## src/rtl/fp_add_pkg.sv

```systemverilog
// Shared definitions for the floating-point add/subtract datapath.
// Holds the default widths and the post-add normalizer state encoding.
package fp_add_pkg;

  localparam int MANT_W_DEF = 24;
  localparam int EXP_W_DEF  = 8;
  localparam int EXP_MAX    = (1 << EXP_W_DEF) - 1;

  typedef enum logic [1:0] {
    IDLE = 2'd0,
    NORM = 2'd1,
    DONE = 2'd2
  } norm_state_e;

endpackage

```

## src/rtl/fp_add_normalizer.sv

```systemverilog
// Post-add normalizer: iteratively shifts the mantissa sum into place, adjusting
// the exponent, rounding half-to-even on right shifts and flagging zero/ovf/unf.
module fp_add_normalizer
  import fp_add_pkg::*;
#(
  parameter int MANT_W = MANT_W_DEF,
  parameter int EXP_W  = EXP_W_DEF
) (
  input  logic              clk,
  input  logic              rst_n,
  input  logic              in_valid,
  output logic              in_ready,
  input  logic              sign_in,
  input  logic [EXP_W-1:0]  exp_in,
  input  logic [MANT_W:0]   mant_in,
  output logic              out_valid,
  input  logic              out_ready,
  output logic              sign_out,
  output logic [EXP_W-1:0]  exp_out,
  output logic [MANT_W-1:0] mant_out,
  output logic              zero_flag,
  output logic              ovf_flag,
  output logic              unf_flag
);

  localparam logic [EXP_W-1:0] EXP_TOP = {EXP_W{1'b1}};
  localparam logic [EXP_W-1:0] EXP_OVF = {{(EXP_W-1){1'b1}}, 1'b0};
  localparam logic [EXP_W-1:0] EXP_ONE = {{(EXP_W-1){1'b0}}, 1'b1};

  norm_state_e       state_q, state_d;
  logic              sign_q, sign_d;
  logic [EXP_W-1:0]  exp_q, exp_d;
  logic [MANT_W:0]   mant_q, mant_d;
  logic              zero_q, zero_d;
  logic              ovf_q, ovf_d;
  logic              unf_q, unf_d;

  // State register and datapath registers
  always_ff @(posedge clk or negedge rst_n) begin
    if (!rst_n) begin
      state_q <= IDLE;
      sign_q  <= 1'b0;
      exp_q   <= '0;
      mant_q  <= '0;
      zero_q  <= 1'b0;
      ovf_q   <= 1'b0;
      unf_q   <= 1'b0;
    end else begin
      state_q <= state_d;
      sign_q  <= sign_d;
      exp_q   <= exp_d;
      mant_q  <= mant_d;
      zero_q  <= zero_d;
      ovf_q   <= ovf_d;
      unf_q   <= unf_d;
    end
  end

  // Next-state and one normalization action per NORM cycle
  always_comb begin
    state_d = state_q;
    sign_d  = sign_q;
    exp_d   = exp_q;
    mant_d  = mant_q;
    zero_d  = zero_q;
    ovf_d   = ovf_q;
    unf_d   = unf_q;
    case (state_q)
      IDLE: begin
        if (in_valid) begin
          sign_d = sign_in;
          zero_d = 1'b0;
          ovf_d  = 1'b0;
          unf_d  = 1'b0;
          if (exp_in == EXP_TOP) begin
            exp_d   = EXP_TOP;
            mant_d  = '0;
            ovf_d   = 1'b1;
            state_d = DONE;
          end else begin
            // Denormal inputs carry exponent 0 but scale like exponent 1
            exp_d   = (exp_in == '0) ? EXP_ONE : exp_in;
            mant_d  = mant_in;
            state_d = NORM;
          end
        end else begin
          state_d = IDLE;
        end
      end
      NORM: begin
        if (mant_q == '0) begin
          sign_d  = 1'b0;
          exp_d   = '0;
          zero_d  = 1'b1;
          state_d = DONE;
        end else if (mant_q[MANT_W]) begin
          if (exp_q == EXP_OVF) begin
            exp_d   = EXP_TOP;
            mant_d  = '0;
            ovf_d   = 1'b1;
            state_d = DONE;
          end else begin
            // A rounding re-carry lands in bit MANT_W again and is caught next cycle
            exp_d  = exp_q + EXP_ONE;
            mant_d = (mant_q >> 1) + {{MANT_W{1'b0}}, mant_q[0] & mant_q[1]};
          end
        end else if (mant_q[MANT_W-1]) begin
          state_d = DONE;
        end else if (exp_q == EXP_ONE) begin
          exp_d   = '0;
          unf_d   = 1'b1;
          state_d = DONE;
        end else begin
          mant_d = mant_q << 1;
          exp_d  = exp_q - EXP_ONE;
        end
      end
      DONE: begin
        if (out_ready) begin
          zero_d  = 1'b0;
          ovf_d   = 1'b0;
          unf_d   = 1'b0;
          state_d = IDLE;
        end else begin
          state_d = DONE;
        end
      end
      default: begin
        state_d = IDLE;
      end
    endcase
  end

  assign in_ready  = (state_q == IDLE);
  assign out_valid = (state_q == DONE);
  assign sign_out  = sign_q;
  assign exp_out   = exp_q;
  assign mant_out  = mant_q[MANT_W-1:0];
  assign zero_flag = zero_q;
  assign ovf_flag  = ovf_q;
  assign unf_flag  = unf_q;

endmodule
```

## config.mk

```make
export PLATFORM = sky130hd
export DESIGN_NAME = fp_add_normalizer
export DESIGN_NICKNAME = d
export VERILOG_FILES = /design/src/rtl/fp_add_pkg.sv /design/src/rtl/fp_add_normalizer.sv
export SDC_FILE = /design/constraint.sdc
export NUM_CORES = 1
export LEC_CHECK = 0
export CAP_MARGIN = 25
export CORE_ASPECT_RATIO = 1.2
export CORE_MARGIN = 4
export CORE_UTILIZATION = 47
export CTS_CLUSTER_SIZE = 28
export DETAILED_ROUTE_END_ITERATION = 6
export PLACE_DENSITY = 0.77
export SYNTH_ARGS = -nofsm -noshare
export SYNTH_HDL_FRONTEND = slang
export SYNTH_SLANG_ARGS = --single-unit
```

## constraint.sdc

```tcl
create_clock -name clk -period 2.24 [get_ports clk]
set_input_delay 0.448 -clock clk [delete_from_list [all_inputs] [get_ports clk]]
set_output_delay 0.448 -clock clk [all_outputs]
set_load 0.1 [all_outputs]
```

==> results_dict.tcl, run 1 <==
set metrics [dict create \
    status "finished, final reports clean" \
    h-tree-depth 2 \
    hold_buffers 0 \
    maxCapViolCount 0 \
    antenna_found_initial 0 \
    dp_cells 605 \
    yosys.area_share.adder_pct 3.57 \
    overflow 0 \
    diodes 0 \
    synth_async_sr_flop_share_pct 100 \
    cts_inserted_buffers 5 \
    netlist_area_mm2 0.00351 \
    hold_slack_ps 39.4 \
    period_share_pct 98.3 \
    synth-compound-area-share_pct 29.1 \
    core-area_mm2 0.00727 \
    crit_fanout 4 \
    drtAntennaViolNets 0 \
    tightest_slew_ps 572 \
    area_growth_pct 36.4 \
    clk_latency_ps 310 \
    nets 577 \
    ys.warnings.count 0 \
    rsz0062_at_grt "true" \
    hpwl_um 8290 \
    rr_worst_depth 7 \
    synth-edff-count 0 \
    drive_above_1_share_pct 29.6 \
    synth-simple-area-share_pct 21.5 \
    tns_ps 0 \
    cts_root_buffer "clkbuf_8" \
    ys_ff_latch 39 \
    start_kind "register" \
    finalSetupViolCount 0 \
    syn_nets 482 \
    initial_core_util_pct 48.2 \
    skew_ps 12.2 \
    synthMuxAreaShare_pct 2.03 \
    syn_inst 434 \
    fin_crit_ps 2200 \
    vias 3885 \
    drt_iter0_markers 226 \
    cts.sinks 39 \
    slew_viol_final 0 \
    grt_pass1_wl_um 18200 \
    place_congestion 0.936 \
    fin_cells 620 \
    drc 0 \
    synth_xor_area_share_pct 4.25 \
    grt_max_degree 24 \
    post_drt_wl_per_cell_um 18.5 \
    rows 34 \
    io_pins 76 \
    reg2reg_slack_ps 40 \
    worstPathArrival_ps 2430 \
    ys.flop_type "dfrtp_1" \
    wirelength_um 11500 \
    io_buffers 75 \
    first_pass_iters 5 \
    synth_top_family_by_area "compound AO/OA/AOI/OAI gates" \
    synth_area_per_cell_um2 8.08 \
    synth.distinct_cells 64 \
    crit_required_ps 2470 \
    hold_viol 0 \
    max_freq_mhz 454 \
    ys_seq_area_share_pct 27.8 \
    first_global_vias 3852 \
    via_per_inst 6.27 \
    hp-class "in2async" \
    die_h_um 103 \
    cp-end-kind "register" \
    dieArea_mm2 0.00891 \
    worst-setup-path-type "reg2reg" \
    clk_pin_slew_worst_paths_ps 90 \
    track_usage_pct 25.4 \
    max_slew_margin_pct 61.7 \
    die_w_um 86.9 \
    cts_tree "done" \
    cts_buffer_depth 2 \
]
[metal layers]
metal / routed length (µm) / GRT usage [%] / share of wire (%)
met5: 0 / 0 / 0
met3: 895 / 4.16 / 7.8
met2: 5700 / 42.2 / 50
met1: 4500 / 31.8 / 39
met4: 385 / 12.6 / 3.4
[cell usage after synthesis, types with 8 or more instances]
master	number	area (µm²)
nor2_1	17	63.8
nor4_1	16	100
dfrtp_1	39	976
clkbuf_1	24	90.1
buf_4	26	195
xnor2_1	9	78.8
o21ai_0	40	200
nand4_1	9	56.3
nand3_1	17	85.1
ha_1	10	125
buf_2	10	50.1
inv_1	19	71.3
xor2_1	8	70.1
nor3_1	17	85.1
a21oi_1	20	100
a22oi_1	10	75.1
nand2_1	22	82.6
a31oi_1	10	62.6
[timing repair]
item | 4_1_cts | 5_1_grt
resized for setup | 5 | 13
pin swaps | 0 | 1
endpoints found under the setup margin | 4 | 19
setup buffers | 1 | 6
[logic make-up (layout without fill, tap and decap cells)]
| kind of cell | count (synthesis) | after routing |
|---|---|---|
| AOI/OAI and AO/OA | 146 | 146 |
| and+or+nand+nor | 135 | 135 |
| buffers and inverters | 80 | 176 |
| DFF | 39 | 39 |
| xor gates and xnor gates | 17 | 17 |
| adders and majority gates | 10 | 10 |
| muxes | 7 | 7 |
[worst max-delay path, stage by stage (launching register included)]
cell and delay (ps):
dfrtp_1 430, and2_1 150, ha_1 180, nand3_2 130, or4_4 530, or3_1 360, a21o_1 190, a31oi_1 150
[through the flow]
| stage | setup WS, ps | cell area (µm²) | util [%] |
|---|---|---|---|
| 3_5_place_dp | -108 | 4550 | 62.5 |
| 4_1_cts | 10.7 | 4690 | 64.5 |
| 3_3_place_gp | -44.8 | 4550 | 62.5 |
| 6_report | 38.4 | 4780 | 65.8 |
| 5_1_grt | -44.1 | 4780 | 65.8 |
| 2_1_floorplan | 1.85 | 3570 | - |
[sequential cells by signal (all words and copies together), names as in the netlist]
signal	flops
exp_out	8
mant_q	25
ovf_flag	1
sign_out	1
state_q	2
unf_flag	1
zero_flag	1
[cells in the final DEF, fill, tap and decap left out, types with 8 or more instances in the layout]
cell,instances
dfrtp_1,30
xor2_1,8
nor3_1,17
inv_1,19
xnor2_1,9
o21ai_0,39
nand3_1,15
a31oi_1,10
clkdlybuf4s50_1,36
nor4_1,13
a21oi_1,20
nand4_1,9
a22oi_1,10
ha_1,9
nand2_1,21
nor2_1,17
buf_4,105
[cell type report]
cell class,instances,area [µm²]
fillers,599,2490
well taps,90,113
flip-flops and latches,39,1000
clock buffers,5,68.8
repair buffers,149,1270
clock inverters,3,43.8
multi-input cells,315,2220
inverters,19,71.3
[final timing paths]
kind	start	end
worst min-delay path	rst_n	mant_q[12]
min in group clk	unf_flag	unf_flag
worst max register to register	mant_q[1]	mant_q[16]
max in group asynchronous	rst_n	exp_out[0]
worst min register to register	unf_flag	unf_flag
worst max-delay path	mant_q[1]	mant_q[16]
Power of run 1 is not shown: default switching activity piles up to over one toggle a cycle in this logic, so the estimate is an artifact.
==> inputs of run 2 (changes only) <==
Settings changed: CORE_MARGIN 4 to unset, CORE_UTILIZATION 47 to 59, DONT_BUFFER_PORTS set to 1.
==> run 2 against run 1 <==
  * The run now ends with DRC left
  * Setup slack worse by 4.1 ps
  * Sequential cell count did not move
  * Final cell count decreased by 13%
  * Critical endpoint is now mant_q[20]
==> results_dict.tcl, run 2 (synthesized netlist as in run 1, its figures left out) <==
set metrics [dict create \
    initial_core_util_pct 61.5 \
    first_pass_iters 7 \
    tightest_slew_ps 481 \
    max_slew_margin_pct 67.6 \
    clk_pin_slew_worst_paths_ps 80 \
    top_register "mant_q" \
    place_congestion 1.00 \
    final_common_cell "buf_4" \
    seq_area_um2 998 \
    rows 30 \
    cp_slowest_cell "dfrtp_4" \
    dpl_cell_area_mm2 0.00388 \
    io_pins 76 \
    finalSetupViolCount 0 \
    post_drt_wl_per_cell_um 19.8 \
    period_share_pct 98.5 \
    n_fill_cell 430 \
    die_h_um 86.5 \
    violations "DRC" \
    layout_common_cells "buf_4 (73), o21ai_0 (38), dfrtp_1 (31), nand2_1 (22), a21oi_1 (20)" \
    drtAntennaViolNets 0 \
    crit_chain "ha_1 > nor4b_4 > buf_4 > a2111oi_4 > buf_12 > a22o_1 > nor3_1 > a2bb2oi_1" \
    area_growth_pct 18.2 \
    io_buffers 0 \
    largest_register_ffs 25 \
    start_kind "register" \
    worst-setup-path-type "reg2reg" \
    via_per_inst 6.89 \
    drt_iter0_markers 334 \
    cts_tree "done" \
    hpwl_um 7630 \
    hold_viol 0 \
    maxCapViolCount 0 \
    cts_root_buffer "clkbuf_8" \
    fin_crit_ps 2210 \
    dieArea_mm2 0.00626 \
    cts.sinks 39 \
    wirelength_um 10600 \
    multi_input_area_mm2 0.00225 \
    crit_required_ps 2440 \
    slew_viol_final 0 \
    nets 505 \
    clk_latency_ps 300 \
    crit_buf_inv 2 \
    cts_buffer_depth 2 \
    overflow 0 \
    crit_path_max_incr_delay_ps 490 \
    final_area_mm2 0.00415 \
    first_global_vias 3515 \
    track_usage_pct 34.9 \
    h-tree-depth 2 \
    die_w_um 72.4 \
    grt_max_degree 40 \
    skew_ps 7.83 \
    max_freq_mhz 453 \
    cts_inserted_buffers 5 \
    drive_above_1_share_pct 26.6 \
    drc 4 \
    core-area_mm2 0.00571 \
    worstPathArrival_ps 2410 \
    hp-class "in2reg" \
    antenna_found_initial 0 \
    grt_pass1_wl_um 17000 \
    crit_fanout 21 \
    crit_family "compound AO/OA/AOI/OAI gates" \
    diodes 0 \
    status "finished, violations left" \
    vias 3709 \
    cp-end-kind "register" \
]
## run 2: cell types whose count changed in the layout (fill, tap and decap cells not counted), sizes merged
cell           before  now
clkbuf              5    6
dlygate4sd3         0    1
buf               113   76
clkinv              2    1
clkdlybuf4s50      36    0
## run 2: repair_timing
| item | in CTS | in global routing |
|---|---|---|
| buffers inserted | 0 | 3 |
| resized for setup | 1 | 20 |
| endpoints found under the hold margin | 39 | 0 |
| hold buffers | 2 | 0 |
| setup endpoints to repair | 1 | 24 |
| pin swaps | 0 | 4 |
## run 2: area by class of cell
class	instances	area share [%]
clock buffer	6	1.99
clock inverter	2	0.845
inverter	19	1.72
multi-input combinational	315	54.2
sequential	39	24.1
tap	80	2.41
timing repair buffer	77	14.7
## run 2: worst register-to-register path, cell delays in order, from the launching register on
cell and delay (ps):
dfrtp_4 490, ha_1 230, nor4b_4 150, buf_4 140, a2111oi_4 440, buf_12 210, a22o_1 180, nor3_1 60
a2bb2oi_1 220
## run 2: per-stage QoR
| step | setup TNS, ps | setup slack, ps | cells | hold WS, ps | utilization [%] |
|---|---|---|---|---|---|
| CTS | 0 | 11.5 | 535 | 284 | 70.7 |
| detailed placement | -16.6 | -16.6 | 525 | 154 | 68.0 |
| floorplan | 0 | 1.85 | 434 | 152 | - |
| global route | -151 | -42.2 | 538 | 305 | 72.7 |
| global placement | 0 | 55.1 | 525 | 154 | 68.0 |
| finish | 0 | 34.3 | 538 | 285 | 72.7 |
## run 2: worst paths after layout
path | start | end | slack (ps) | cells after the start
max | exp_out[0] | mant_q[20] | 30 | 8
min | exp_in[5] | exp_out[5] | 280 | 2
max reg2reg | exp_out[0] | mant_q[20] | 30 | 8
min reg2reg | zero_flag | zero_flag | 510 | 2
max in group asynchronous | rst_n | exp_out[0] | 1400 | 2
min in group asynchronous | rst_n | exp_out[6] | 590 | 2
## run 2: per-layer routing
layer / GRT usage (%) / routed length [µm]
met1: 42.4 / 3990
met2: 60.2 / 5450
met3: 6.40 / 890
met4: 14.8 / 314
met5: 0 / 0
Power of run 2 is left out for the same reason.
